## config.mk

```make
export PLATFORM = sky130hd
export DESIGN_NAME = load_store_unit
export DESIGN_NICKNAME = d
export VERILOG_FILES = /design/src/rtl/load_store_unit.sv
export SDC_FILE = /design/constraint.sdc
export NUM_CORES = 1
export LEC_CHECK = 0
export BUFFER_PORTS_ARGS = -buffer_cell sky130_fd_sc_hd__buf_4
export CORE_MARGIN = 1
export CORE_UTILIZATION = 52
export CTS_BUF_LIST = sky130_fd_sc_hd__clkbuf_2
export CTS_CLUSTER_SIZE = 8
export DETAILED_ROUTE_END_ITERATION = 10
export PLACE_DENSITY = 0.84
export SLEW_MARGIN = 20
export SYNTH_ARGS = -nofsm -noshare
export SYNTH_HDL_FRONTEND = slang
export SYNTH_SLANG_ARGS = --single-unit
```

## constraint.sdc

```tcl
create_clock -name clk -period 3.9 [get_ports clk]
set_input_delay 0.585 -clock clk [delete_from_list [all_inputs] [get_ports clk]]
set_output_delay 0.585 -clock clk [all_outputs]
set_load 0.02 [all_outputs]
```

## src/rtl/load_store_unit.sv

```systemverilog
// load_store_unit: byte-addressed load/store front end for a word-addressed
// data memory. Byte and halfword stores use read-modify-write. Load results
// are lane-extracted and zero/sign-extended before they reach the datapath.
//
// Optional build macro: MISALIGN_TRAP_EN
//   Defined   - a misaligned half or word access completes without a memory
//               access and pulses Misaligned_o together with Done_o.
//   Undefined - misaligned low address bits are ignored; Misaligned_o stays 0.
//
// Handshake: Req_Valid_i is sampled only on an edge where Busy_o=0. There is
// no ready signal. A request presented while Busy_o=1 is dropped, so the
// issuer must hold or re-present it. Done_o is a one-cycle pulse raised while
// the unit is back in IDLE. A new request may therefore be accepted in the
// same cycle that Done_o is high.
module load_store_unit #(
    parameter int                    DATA_WIDTH   = 32,
    parameter logic [DATA_WIDTH-1:0] BASE_ADDRESS = 32'h1001_0000
) (
    input  logic                  clk,
    input  logic                  reset,
    input  logic                  Req_Valid_i,
    input  logic                  Req_Write_i,
    input  logic [1:0]            Size_i,
    input  logic                  Signed_i,
    input  logic [DATA_WIDTH-1:0] Address_i,
    input  logic [DATA_WIDTH-1:0] Write_Data_i,
    output logic                  Busy_o,
    output logic                  Done_o,
    output logic [DATA_WIDTH-1:0] Read_Data_o,
    output logic                  Misaligned_o,
    output logic                  Mem_Write_Enable_o,
    output logic [DATA_WIDTH-1:0] Mem_Address_o,
    output logic [DATA_WIDTH-1:0] Mem_Write_Data_o,
    input  logic [DATA_WIDTH-1:0] Mem_Read_Data_i,
    output logic [1:0]            Debug_State_o
);

    typedef enum logic [1:0] {
        IDLE     = 2'd0,
        LOAD     = 2'd1,
        RMW_READ = 2'd2,
        WRITE    = 2'd3
    } state_t;

    localparam logic [1:0] SIZE_BYTE = 2'b00;
    localparam logic [1:0] SIZE_HALF = 2'b01;

    state_t                  state_q;
    state_t                  state_d;

    // Request fields latched at acceptance
    logic                    wr_q;
    logic [1:0]              size_q;
    logic                    sgn_q;
    logic [DATA_WIDTH-1:0]   addr_q;
    logic [DATA_WIDTH-1:0]   data_q;

    // Registered result/status outputs
    logic [DATA_WIDTH-1:0]   rdata_q;
    logic                    done_q;
    logic                    mis_q;

    // Decode of the incoming request in IDLE
    logic                    accept;
    logic                    trap;
    logic                    misaligned_req;

    // Lane handling on the memory read word
    logic [7:0]              ld_byte;
    logic [15:0]             ld_half;
    logic [DATA_WIDTH-1:0]   ld_ext;
    logic [DATA_WIDTH-1:0]   merged;

    // Misalignment detection on the raw request; constant 0 without the trap
    always_comb begin
        misaligned_req = 1'b0;
`ifdef MISALIGN_TRAP_EN
        if (Size_i == SIZE_HALF) begin
            misaligned_req = Address_i[0];
        end else if (Size_i[1]) begin
            misaligned_req = (Address_i[1:0] != 2'b00);
        end
`endif
    end

    // State register; reset aborts any operation in flight
    always_ff @(posedge clk or posedge reset) begin
        if (reset) begin
            state_q <= IDLE;
        end else begin
            state_q <= state_d;
        end
    end

    // Next-state logic and request acceptance
    always_comb begin
        state_d = state_q;
        accept  = 1'b0;
        trap    = 1'b0;
        case (state_q)
            IDLE: begin
                if (Req_Valid_i) begin
                    if (misaligned_req) begin
                        // Completes from IDLE with no memory access
                        trap = 1'b1;
                    end else begin
                        accept = 1'b1;
                        if (!Req_Write_i) begin
                            state_d = LOAD;
                        end else if (Size_i[1]) begin
                            state_d = WRITE;
                        end else begin
                            state_d = RMW_READ;
                        end
                    end
                end
            end
            LOAD:     state_d = IDLE;
            RMW_READ: state_d = WRITE;
            WRITE:    state_d = IDLE;
            default:  state_d = IDLE;
        endcase
    end

    // Extract and extend the addressed lane of the memory word (little-endian)
    always_comb begin
        ld_byte = Mem_Read_Data_i[{addr_q[1:0], 3'b000} +: 8];
        ld_half = addr_q[1] ? Mem_Read_Data_i[31:16] : Mem_Read_Data_i[15:0];
        case (size_q)
            SIZE_BYTE: ld_ext = {{24{sgn_q & ld_byte[7]}}, ld_byte};
            SIZE_HALF: ld_ext = {{16{sgn_q & ld_half[15]}}, ld_half};
            default:   ld_ext = Mem_Read_Data_i;
        endcase
    end

    // Merge the low byte/half of the store data into the word just read
    always_comb begin
        merged = Mem_Read_Data_i;
        case (size_q)
            SIZE_BYTE: merged[{addr_q[1:0], 3'b000} +: 8] = data_q[7:0];
            SIZE_HALF: begin
                if (addr_q[1]) begin
                    merged[31:16] = data_q[15:0];
                end else begin
                    merged[15:0] = data_q[15:0];
                end
            end
            default:   merged = data_q;
        endcase
    end

    // Request latch, load result, merged store word and completion pulses
    always_ff @(posedge clk or posedge reset) begin
        if (reset) begin
            wr_q    <= 1'b0;
            size_q  <= 2'b00;
            sgn_q   <= 1'b0;
            addr_q  <= '0;
            data_q  <= '0;
            rdata_q <= '0;
            done_q  <= 1'b0;
            mis_q   <= 1'b0;
        end else begin
            done_q <= (state_q == LOAD) || (state_q == WRITE) || trap;
            mis_q  <= trap;
            if (accept) begin
                wr_q   <= Req_Write_i;
                size_q <= Size_i;
                sgn_q  <= Signed_i;
                addr_q <= Address_i;
                data_q <= Write_Data_i;
            end
            if (state_q == LOAD) begin
                rdata_q <= ld_ext;
            end
            if (state_q == RMW_READ) begin
                data_q <= merged;
            end
        end
    end

    // Memory side is only driven while an access is in progress, so every
    // output reads 0 in IDLE and straight out of reset.
    assign Busy_o             = (state_q != IDLE);
    assign Done_o             = done_q;
    assign Read_Data_o        = rdata_q;
    assign Misaligned_o       = mis_q;
    assign Mem_Write_Enable_o = (state_q == WRITE) && wr_q;
    assign Mem_Address_o      = Busy_o ? ((addr_q - BASE_ADDRESS) >> 2) : '0;
    assign Mem_Write_Data_o   = (state_q == WRITE) ? data_q : '0;
    assign Debug_State_o      = state_q;

endmodule

```

==> flow_metrics.tcl <==
set metrics [dict create \
    fillers 897 \
    yosys-top-cells-area "dfrtp_1, mux2_2, nor2_1" \
    areaGrowthSynthToFinish_pct 28.4 \
    dr.max_layer_used "met4" \
    yosysSeqAreaShare_pct 43.2 \
    n_antenna_cell 0 \
    vias 5711 \
    clock_path_buffers 2 \
    postRouteAntennaNets 0 \
    num_rows 38 \
    h-tree-depth 3 \
    p_seq_share_pct 32.3 \
    crit_family "simple AND/OR/NAND/NOR gates" \
    first_pass_iters 5 \
    switching_share_pct 46.8 \
    cts_buffers 9 \
    cts_resized 0 \
    ioPinCount 205 \
    path_clk_slew_ps 290 \
    arrival_ps 2840 \
    power.internal_mw 3.47 \
    synth-seq-cells 103 \
    max_stage_delay_ps 680 \
    die_y_um 109 \
    setup_tns_ps 0 \
    start_kind "flop" \
    slowest_stage "or4_1" \
    leakagePower_nw 3.62 \
    ys_dominant_reg_cell "dfrtp_1" \
    grt_setup_unrepaired "no" \
    yosys.area.top_type "dfrtp_1" \
    grt_usage_pct 31.0 \
    hpwl_um 13200 \
    postCtsHoldBufs 0 \
    root_buffer "clkbuf_2" \
    drive_gt1_share_pct 36.7 \
    synthMuxAreaShare_pct 14.5 \
    outcome "finished clean" \
    yosys_warnings 0 \
    grt_start_max_net_pins 61 \
    gp_congestion 0.955 \
    combPwrFrac_pct 59.9 \
    wirelength_um 18000 \
    worstPathBufferInverterCount 1 \
    multi_input_area_mm2 0.00315 \
    synth_cell_types 47 \
    hp-class "input pin to async pin" \
    hold_viol 0 \
    clock-sinks 103 \
    crit_path_start "addr_q[21]$_DFFE_PP0P_" \
    met3_length_um 1540 \
    maxSlewHeadroom_pct 38.2 \
    synth_adder_area_share_pct 1.26 \
    setup_viol 0 \
    p_clk_share_pct 7.8 \
    synthCells 621 \
    power.density_mw_per_mm2 851 \
    cp_max_fo 8 \
    drtIter0Drc 492 \
    start_util_pct 54.1 \
    ff_latch_area_mm2 0.00258 \
    period_needed_ps 3430 \
    grt_pass1_vias 5532 \
    synth_top_family_by_area "simple AND/OR/NAND/NOR gates" \
    endpoint_kind "output port" \
    nets 902 \
    crit_type "flop to output port" \
    core_area_mm2 0.0110 \
    grt_pass1_wl_um 27900 \
    wl_met2_um 8760 \
    antenna_found_initial 0 \
    viasPerCell 6.10 \
    slew_violations 0 \
    fin_worst_skew_ps 42.3 \
    grt_overflow 0 \
    wire_per_inst_um 19.2 \
    synth_xor_area_share_pct 1.47 \
    maxCapViolations 0 \
    cts_tree "built" \
    reg2reg_from "Debug_State_o[0]$_DFFE_PP0P_" \
    fin_crit_sh_pct 87.9 \
    path_cells "or4_1, o41a_1, or3_1, a21oi_1, buf_4" \
    avgSynthCellArea_um2 9.61 \
    drc_errors 0 \
    cp_data_required_time_ps 3310 \
    synth_compound_area_share_pct 17.4 \
    synthSimpleGateAreaFrac_pct 17.6 \
    yosys.area.top_type_share_pct 43.2 \
    yosysMostFrequentCell "dfrtp_1" \
    fmax_mhz 292 \
    clk_latency_ps 590 \
    tightestPinTransition_ps 928 \
    cts_setup_buffers 0 \
    synth-async-reset-ratio_pct 100 \
    vdd_drop_max_mv 0.590 \
    power_switching_mw 3.06 \
    drt-met1-wl_um 7080 \
    ys_top_cells_by_count "dfrtp_1, nor2_1, mux2_2" \
    netlist_area_mm2 0.00597 \
    dieArea_mm2 0.0119 \
    synth-edff-count 0 \
    final_core_util_pct 69.5 \
    die_w_um 109 \
    io_buffers 201 \
]
==> power by group through the flow <==
stage	Combinational (mW)	Clock, mW	Sequential (mW)
detailed placement	3.87	0	2.13
global route	4.23	0.552	2.18
global placement	3.76	0	2.08
CTS	3.89	0.514	2.09
floorplan	2.45	0	2.16
finish	3.90	0.511	2.11
==> final timing paths <==
kind | end | cells past startpoint | slack, ps
max in group asynchronous | addr_q[1]$_DFFE_PP0P_ | 3 | 2950
min in group clk | addr_q[0]$_DFFE_PP0P_ | 3 | 190
worst max register to register | Read_Data_o[27]$_DFFE_PP0P_ | 5 | 1110
worst min-delay path | Read_Data_o[26]$_DFFE_PP0P_ | 2 | 90
worst max-delay path | Mem_Address_o[28] | 5 | 470
worst min register to register | addr_q[13]$_DFFE_PP0P_ | 1 | 540
==> worst reg2reg max path, delay by kind of cell (launching register included) <==
family | cells | cell delay [ps]
AO/OA/AOI/OAI | 1 | 280
buffers and inverters | 1 | 260
flip-flops | 1 | 1020
AND/OR/NAND/NOR | 3 | 1180
==> layer usage <==
| metal | global-route usage [%] | up-vias |
|---|---|---|
| li1 | - | 2604 |
| met1 | 38.7 | 2738 |
| met2 | 52.3 | 316 |
| met3 | 6.04 | 53 |
| met4 | 12.9 | 0 |
| met5 | 0 | - |
==> kinds of logic (layout without fill, tap and decap cells) <==
kind of cell / Yosys count / count (layout)
AOI/OAI and AO/OA: 152 / 152
and+or+nand+nor: 211 / 211
DFF: 103 / 103
xor gates and xnor gates: 10 / 10
muxes: 72 / 72
other: 1 / 3
adders and majority gates: 6 / 6
buffers and inverters: 66 / 239
==> layout by cell type (no fill, tap or decap), types with 2 or more instances in the layout <==
cell type,instances
buf_4,215
dfrtp_1,103
nor2_1,62
mux2_2,47
nand2_1,45
o21ai_0,39
and3_1,34
a21oi_1,28
a221oi_1,24
mux2i_1,18
nand3_1,15
a211o_1,15
a31oi_1,15
and2_1,14
a22o_1,10
clkbuf_2,9
nand2b_1,8
inv_1,8
o31ai_1,8
nand3b_1,7
xnor2_1,7
mux4_2,7
ha_1,6
or3_1,5
nor3_1,5
nor2b_1,4
or4_1,4
xor2_1,3
conb_1,3
o22ai_1,2
nor2b_4,2
nor4bb_1,2
clkinv_2,2
inv_6,2
==> registers in the layout, summed over array words and instances, names as in the netlist <==
register       count
size_q             2
Debug_State_o      2
wr_q               1
sgn_q              1
data_q            32
Read_Data_o       32
addr_q            32
Done_o             1
==> per-stage QoR <==
| stage | worst slack (ps) | cell area [um2] | hold slack, ps | power (mW) | cells |
|---|---|---|---|---|---|
| 4_1_cts | 469 | 7650 | 108 | 6.49 | 936 |
| 3_3_place_gp | 1180 | 7550 | 482 | 5.84 | 922 |
| 6_report | 474 | 7660 | 88.1 | 6.52 | 936 |
| 3_5_place_dp | 1150 | 7550 | 488 | 6.00 | 922 |
| 5_1_grt | 331 | 7660 | 125 | 6.96 | 936 |
| 2_1_floorplan | 611 | 5980 | 472 | 4.61 | 623 |
==> layout make-up <==
class / instances / share of cell area [%]
clock buffers: 9 / 0.588
clock inverters: 5 / 0.751
inverters: 10 / 0.523
multi-input cells: 454 / 41.1
flip-flops and latches: 103 / 33.6
well taps: 140 / 2.29
repair buffers: 215 / 21.1
Power figures use the tool's default switching activity.
